**config.mk**
```make
export PLATFORM = sky130hd
export DESIGN_NAME = calc_sequencer
export DESIGN_NICKNAME = d
export VERILOG_FILES = /design/src/rtl/calc_pkg.sv /design/src/rtl/calc_operand_acc.sv /design/src/rtl/calc_sequencer.sv
export SDC_FILE = /design/constraint.sdc
export NUM_CORES = 1
export LEC_CHECK = 0
export BUFFER_PORTS_ARGS = -buffer_cell sky130_fd_sc_hd__buf_2
export CORE_MARGIN = 4
export CORE_UTILIZATION = 40
export DETAILED_ROUTE_END_ITERATION = 6
export SETUP_SLACK_MARGIN = 0.5
export SYNTH_ARGS = -nofsm -noshare
export SYNTH_HDL_FRONTEND = slang
export SYNTH_HIERARCHICAL = 1
export SYNTH_SLANG_ARGS = --single-unit
```
**constraint.sdc**
```tcl
create_clock -name CLK_100MHZ -period 2.9 [get_ports CLK_100MHZ]
set_input_delay 0.145 -clock CLK_100MHZ [delete_from_list [all_inputs] [get_ports CLK_100MHZ]]
set_output_delay 0.145 -clock CLK_100MHZ [all_outputs]
set_load 0.005 [all_outputs]
```
**src/rtl/calc_pkg.sv**
```systemverilog
// calc_pkg: shared key codes, ALU op encodings, FSM states and display selects
package calc_pkg;
    typedef enum logic [1:0] {ST_ENTER_A, ST_ENTER_B, ST_EXEC, ST_SHOW} state_t;
    localparam logic [4:0] KEY_ADD = 5'd10;
    localparam logic [4:0] KEY_SUB = 5'd11;
    localparam logic [4:0] KEY_MUL = 5'd12;
    localparam logic [4:0] KEY_AND = 5'd13;
    localparam logic [4:0] KEY_ORR = 5'd14;
    localparam logic [4:0] KEY_EQ  = 5'd15;
    localparam logic [4:0] KEY_CLR = 5'd16;
    localparam logic [2:0] OP_ADD = 3'd0;
    localparam logic [2:0] OP_SUB = 3'd1;
    localparam logic [2:0] OP_MUL = 3'd2;
    localparam logic [2:0] OP_AND = 3'd3;
    localparam logic [2:0] OP_ORR = 3'd4;
    localparam logic [1:0] SEL_A   = 2'd0;
    localparam logic [1:0] SEL_B   = 2'd1;
    localparam logic [1:0] SEL_RES = 2'd2;
    function automatic logic is_digit(logic [4:0] k);
        return k <= 5'd9;
    endfunction
    function automatic logic is_oper(logic [4:0] k);
        return k >= KEY_ADD && k <= KEY_ORR;
    endfunction
endpackage

```
**src/rtl/calc_operand_acc.sv**
```systemverilog
// calc_operand_acc: decimal digit accumulator (clk/rst_n, clr+load or push digit -> value, count)
module calc_operand_acc
    import calc_pkg::*;
#(
    parameter int DIGITS_MAX = 4
) (
    input  logic        clk,
    input  logic        rst_n,
    input  logic        clr,
    input  logic        load,
    input  logic        push,
    input  logic [3:0]  digit,
    output logic [15:0] value,
    output logic [7:0]  count
);
    localparam logic [7:0] MAXC = 8'(DIGITS_MAX);
    always_ff @(posedge clk or negedge rst_n) begin
        if (!rst_n) begin
            value <= '0;
            count <= '0;
        end else if (clr) begin
            value <= load ? {12'b0, digit} : '0;
            count <= load ? 8'd1 : '0;
        end else if (push && count < MAXC) begin
            value <= value * 16'd10 + {12'b0, digit};
            count <= count + 8'd1;
        end
    end
endmodule

```
**src/rtl/calc_sequencer.sv**
```systemverilog
// calc_sequencer: keypad calculator sequencer (click/key_code in, alu_req/op/a/b handshake with ack timeout, disp_value/flags/err/sel out)
module calc_sequencer
    import calc_pkg::*;
#(
    parameter int DIGITS_MAX  = 4,
    parameter int ACK_TIMEOUT = 255
) (
    input  logic        CLK_100MHZ,
    input  logic        reset,
    input  logic        click,
    input  logic [4:0]  key_code,
    output logic        alu_req,
    output logic [2:0]  alu_op,
    output logic [15:0] alu_a,
    output logic [15:0] alu_b,
    input  logic        alu_ack,
    input  logic [31:0] alu_result,
    input  logic [3:0]  alu_flags,
    output logic [31:0] disp_value,
    output logic [3:0]  disp_flags,
    output logic        disp_err,
    output logic [1:0]  disp_sel
);
    localparam logic [15:0] TMO_LAST = 16'(ACK_TIMEOUT - 1);
    state_t      state, state_nx;
    logic        click_q, ev, kc, kd, ko, ke, expire;
    logic [2:0]  op;
    logic [15:0] tmo, a_val, b_val;
    logic [7:0]  a_cnt, b_cnt;
    logic [31:0] res;
    logic [3:0]  flg;
    logic        err;
    assign ev     = click & ~click_q;
    assign kc     = ev && key_code == KEY_CLR;
    assign kd     = ev && is_digit(key_code);
    assign ko     = ev && is_oper(key_code);
    assign ke     = ev && key_code == KEY_EQ;
    assign expire = state == ST_EXEC && tmo == TMO_LAST && !alu_ack;

    calc_operand_acc #(.DIGITS_MAX(DIGITS_MAX)) u_acc_a (
        .clk   (CLK_100MHZ),
        .rst_n (reset),
        .clr   (kc || (state == ST_SHOW && kd)),
        .load  (state == ST_SHOW && kd),
        .push  (state == ST_ENTER_A && kd),
        .digit (key_code[3:0]),
        .value (a_val),
        .count (a_cnt)
    );

    calc_operand_acc #(.DIGITS_MAX(DIGITS_MAX)) u_acc_b (
        .clk   (CLK_100MHZ),
        .rst_n (reset),
        .clr   (kc || (state == ST_SHOW && kd)),
        .load  (1'b0),
        .push  (state == ST_ENTER_B && kd),
        .digit (key_code[3:0]),
        .value (b_val),
        .count (b_cnt)
    );

    always_ff @(posedge CLK_100MHZ or negedge reset) begin
        if (!reset) state <= ST_ENTER_A;
        else        state <= state_nx;
    end

    always_comb begin
        state_nx = state;
        if (kc) state_nx = ST_ENTER_A;
        else begin
            unique case (state)
                ST_ENTER_A: if (ko && a_cnt != '0) state_nx = ST_ENTER_B;
                ST_ENTER_B: if (ke && b_cnt != '0) state_nx = ST_EXEC;
                ST_EXEC:    if (alu_ack || expire) state_nx = ST_SHOW;
                ST_SHOW:    if (kd) state_nx = ST_ENTER_A;
                default:    state_nx = ST_ENTER_A;
            endcase
        end
    end

    always_comb begin
        alu_req    = state == ST_EXEC;
        alu_op     = op;
        alu_a      = a_val;
        alu_b      = b_val;
        disp_value = state == ST_ENTER_A ? {16'b0, a_val} : state == ST_SHOW ? res : {16'b0, b_val};
        disp_sel   = state == ST_ENTER_A ? SEL_A : state == ST_SHOW ? SEL_RES : SEL_B;
        disp_flags = flg;
        disp_err   = err;
    end

    // Counter only runs while in EXEC, so it is already zero on entry.
    always_ff @(posedge CLK_100MHZ or negedge reset) begin
        if (!reset) begin
            click_q <= 1'b0;
            tmo     <= '0;
            op      <= OP_ADD;
        end else begin
            click_q <= click;
            tmo     <= state == ST_EXEC ? tmo + 16'd1 : '0;
            if (kc) op <= OP_ADD;
            else if (state == ST_ENTER_A && ko && a_cnt != '0) op <= 3'(key_code - KEY_ADD);
        end
    end

    always_ff @(posedge CLK_100MHZ or negedge reset) begin
        if (!reset) begin
            res <= '0;
            flg <= '0;
            err <= 1'b0;
        end else if (kc) begin
            flg <= '0;
            err <= 1'b0;
        end else if (state == ST_EXEC && alu_ack) begin
            res <= alu_result;
            flg <= alu_flags;
            err <= 1'b0;
        end else if (expire) begin
            res <= '0;
            flg <= '0;
            err <= 1'b1;
        end else if (state == ST_SHOW && kd) begin
            err <= 1'b0;
        end
    end
endmodule

```
==> reports/metrics.cfg <==
[worst_setup_path]
worstSetupEndpointType = register
crit_required_ns = 3.15
critPathKind = reg2reg
crit_path_start_kind = register
worstPathMaxFanout = 5
cp.arrival_ns = 3.16

[floorplan]
coreArea_um2 = 17960
pin_count = 120
die-area_um2 = 20450
fp-row-count = 49
start_util_pct = 40.58
die_w_um = 143.0
fp.dieH_um = 143.0

[detailed_routing]
drc = 0
drt_iter0_markers = 409
firstDrtPassIters = 4
antenna_left = 0
num_vias = 6340
viasPerCell = 5.368
drt-total-wl_mm = 21.33
wl_per_cell_um = 18.06

[cts]
cts_tree = built
clk_latency_ns = 0.37
numCtsBuffers = 9
cts.sinks = 107
clk_pin_slew_worst_paths_ns = 0.08
clock_path_buffers = 2
h-tree-depth = 3
cts_root_buf = clkbuf_16

[final_layout]
nFillCells = 1575
areaGrowthSynthToFinish_pct = 38.26
nets = 1059
layoutNonFillerInstCount = 1181
drive_above_1_share_pct = 37.61
seqCellArea_um2 = 2685
diodes = 0
multi_input_area_um2 = 5041

[sta]
hold_viol = 0
fin_ws_ns = -0.01307
worst_slew_margin_rel_pct = 54.23
setup_violations = 1
fmax_ghz = 0.3433
post-route-period-util_pct = 100.5
tightest_slew_ns = 0.6865
maxSlewViolCount = 0
worst_clock_skew_ns = 0.01162
rsz0062_at_grt = yes
period_minus_slack_ns = 2.913

[yosys]
async_reset_ff_share_pct = 100.0
netlist.area_leader.share_pct = 36.73
muxShareOfSynthArea_pct = 4.669
synth.area.top_cells = dfrtp_1 (37%), ha_1 (11%), mux2i_1 (4.7%), a22o_1 (3.1%), xnor2_1 (3.1%)
ys_ff_latch = 107
synth_common_cells = dfrtp_1 (107), ha_1 (63), nor2_1 (51)
yosys.area_share.xor_xnor_pct = 6.694
synth_most_common_cell = dfrtp_1
syn_inst = 732
ys_warn_count = 6
synth_ff_type = dfrtp_1
syn_avg_cell_area_um2 = 9.958
yosys.area_share.simple_pct = 18.83
synthAdderAreaFrac_pct = 11.91
synth_edf_count = 0
mappedNetlistArea_um2 = 7289
synth_top_family_by_area = simple AND/OR/NAND/NOR gates
synth_top_cell_by_area = dfrtp_1
synth_seq_area_share_pct = 36.73
synth_cell_types = 65
synth_compound_area_share_pct = 18.09

[global_route]
top_usage_layer = met2
met2_usage_pct = 31.16
grt_pass1_vias = 6119
antenna_found_initial = 1
grt_max_degree = 51
grtUsageMet1_pct = 28.01
met3_usage_pct = 2.076
grt_pass1_wl_mm = 32.34
gr-usage-all-layers_pct = 19.68
grt_overflow = 0

[power]
peakVddDrop_v = 0.0009229
power_density_nw_per_um2 = 1233
finalPower_mw = 12.43
total_leakage_power_nw = 4.924

[placed_design]
place_congestion = 0.8189
portBuffers = 119
dp_hpwl_mm = 14.16
dp_cells = 1091

[run_status]
status = complete, but fails checks
violations = negative setup slack

[run]
cap_viol_max_count = 0

[hold_path]
hold_class = in2reg

-- final timing paths --
kind | slack [ns] | cells after the start | startpoint | to
hold reg to reg | 0.47 | 1 | res[20] | res[20]
max in group asynchronous | 1.78 | 3 | reset | u_acc_a/value[5]
setup / recovery | -0.01 | 11 | u_acc_b/value[2] | u_acc_b/value[14]
setup reg to reg | -0.01 | 11 | u_acc_b/value[2] | u_acc_b/value[14]
min in group asynchronous | 0.36 | 2 | reset | tmo[7]
hold / removal | 0.006 | 2 | alu_result[3] | res[3]
-- routing by layer --
metal / vias up / wire length [µm]
met5: - / 15
met4: 2 / 508
met3: 30 / 665
met2: 116 / 10460
met1: 3097 / 9685
li1: 3095 / -
-- report_power, final --
group	internal, mW	switching (mW)	total [mW]
sequential	2.01	0.528	2.54
clock	0.686	0.634	1.32
combinational	4.17	4.41	8.57
-- sequential cells by signal, summed over array words and instances, names as in the netlist --
register	cells
disp_err	1
u_acc_b/value	16
res	32
click_q	1
alu_op	3
u_acc_a/value	16
state	2
tmo	16
disp_flags	4
u_acc_b/count	8
u_acc_a/count	8
-- area by class of cell --
| type | instances | area share [%] |
|---|---|---|
| well taps | 229 | 2.843 |
| clock buffers | 9 | 2.235 |
| inverters | 25 | 0.9808 |
| clock inverters | 7 | 0.8566 |
| flip-flops and latches | 107 | 26.64 |
| repair buffers | 231 | 16.42 |
| multi-input cells | 573 | 50.02 |
-- per-stage QoR --
stage / TNS (ns) / util, % / worst slack, ns / area, µm² / hold WS [ns]
6_report: -0.01307 / 56.11 / -0.01307 / 10080 / 0.005693
5_1_grt: -0.3413 / 56.11 / -0.1100 / 10080 / 0.005844
4_1_cts: 0 / 52.34 / 0.1116 / 9403 / 0.002473
3_5_place_dp: -0.0001046 / 47.02 / -0.0001046 / 8446 / 0.2315
3_3_place_gp: 0 / 47.02 / 0.1038 / 8446 / 0.2294
2_1_floorplan: 0 / - / 0.1559 / 7376 / -0.1506
-- worst max-delay path, stage by stage (launching register included) --
cell and delay [ns]:
dfrtp_2 0.46, ha_2 0.21, ha_4 0.17, fa_2 0.34, a21o_1 0.24, a311o_1 0.32
a211oi_2 0.31, buf_4 0.18, nor2_4 0.04, nor4_2 0.26, xor2_1 0.19, o21ai_1 0.08
-- placed cells by master, fill, tap and decap left out, types with 8 or more instances in the layout --
cell / n
xor2_2: 8
a22o_1: 26
a21oi_1: 14
a211oi_2: 14
nand2_1: 44
nor2_1: 40
and2_1: 15
inv_1: 22
ha_1: 47
nor2b_1: 19
a21o_1: 23
buf_4: 78
buf_2: 117
ha_4: 12
o21ai_1: 12
o21ai_0: 27
dfrtp_1: 101
dlygate4sd3_1: 11
nand3_1: 19
clkbuf_16: 12
mux2i_1: 34
xor2_1: 18
and3_1: 33
xnor2_1: 20
buf_6: 17
-- cell families after synthesis --
kind of cell               after synthesis
AOI/OAI and AO/OA                      173
xor gates and xnor gates                54
adders and majority gates               67
buffers and inverters                   56
DFF                                    107
muxes                                   34
other                                    1
and+or+nand+nor                        240
-- what timing repair did --
| item | 4_1_cts | 5_1_grt |
|---|---|---|
| gates cloned | 1 | 3 |
| resized for setup | 49 | 78 |
| hold endpoints to repair | 58 | 0 |
| hold buffers | 11 | 0 |
| setup buffers | 29 | 30 |
| setup endpoints to repair | 24 | 33 |
| pin swaps | 41 | 62 |
Note: power is estimated with default switching activity, not from simulation.
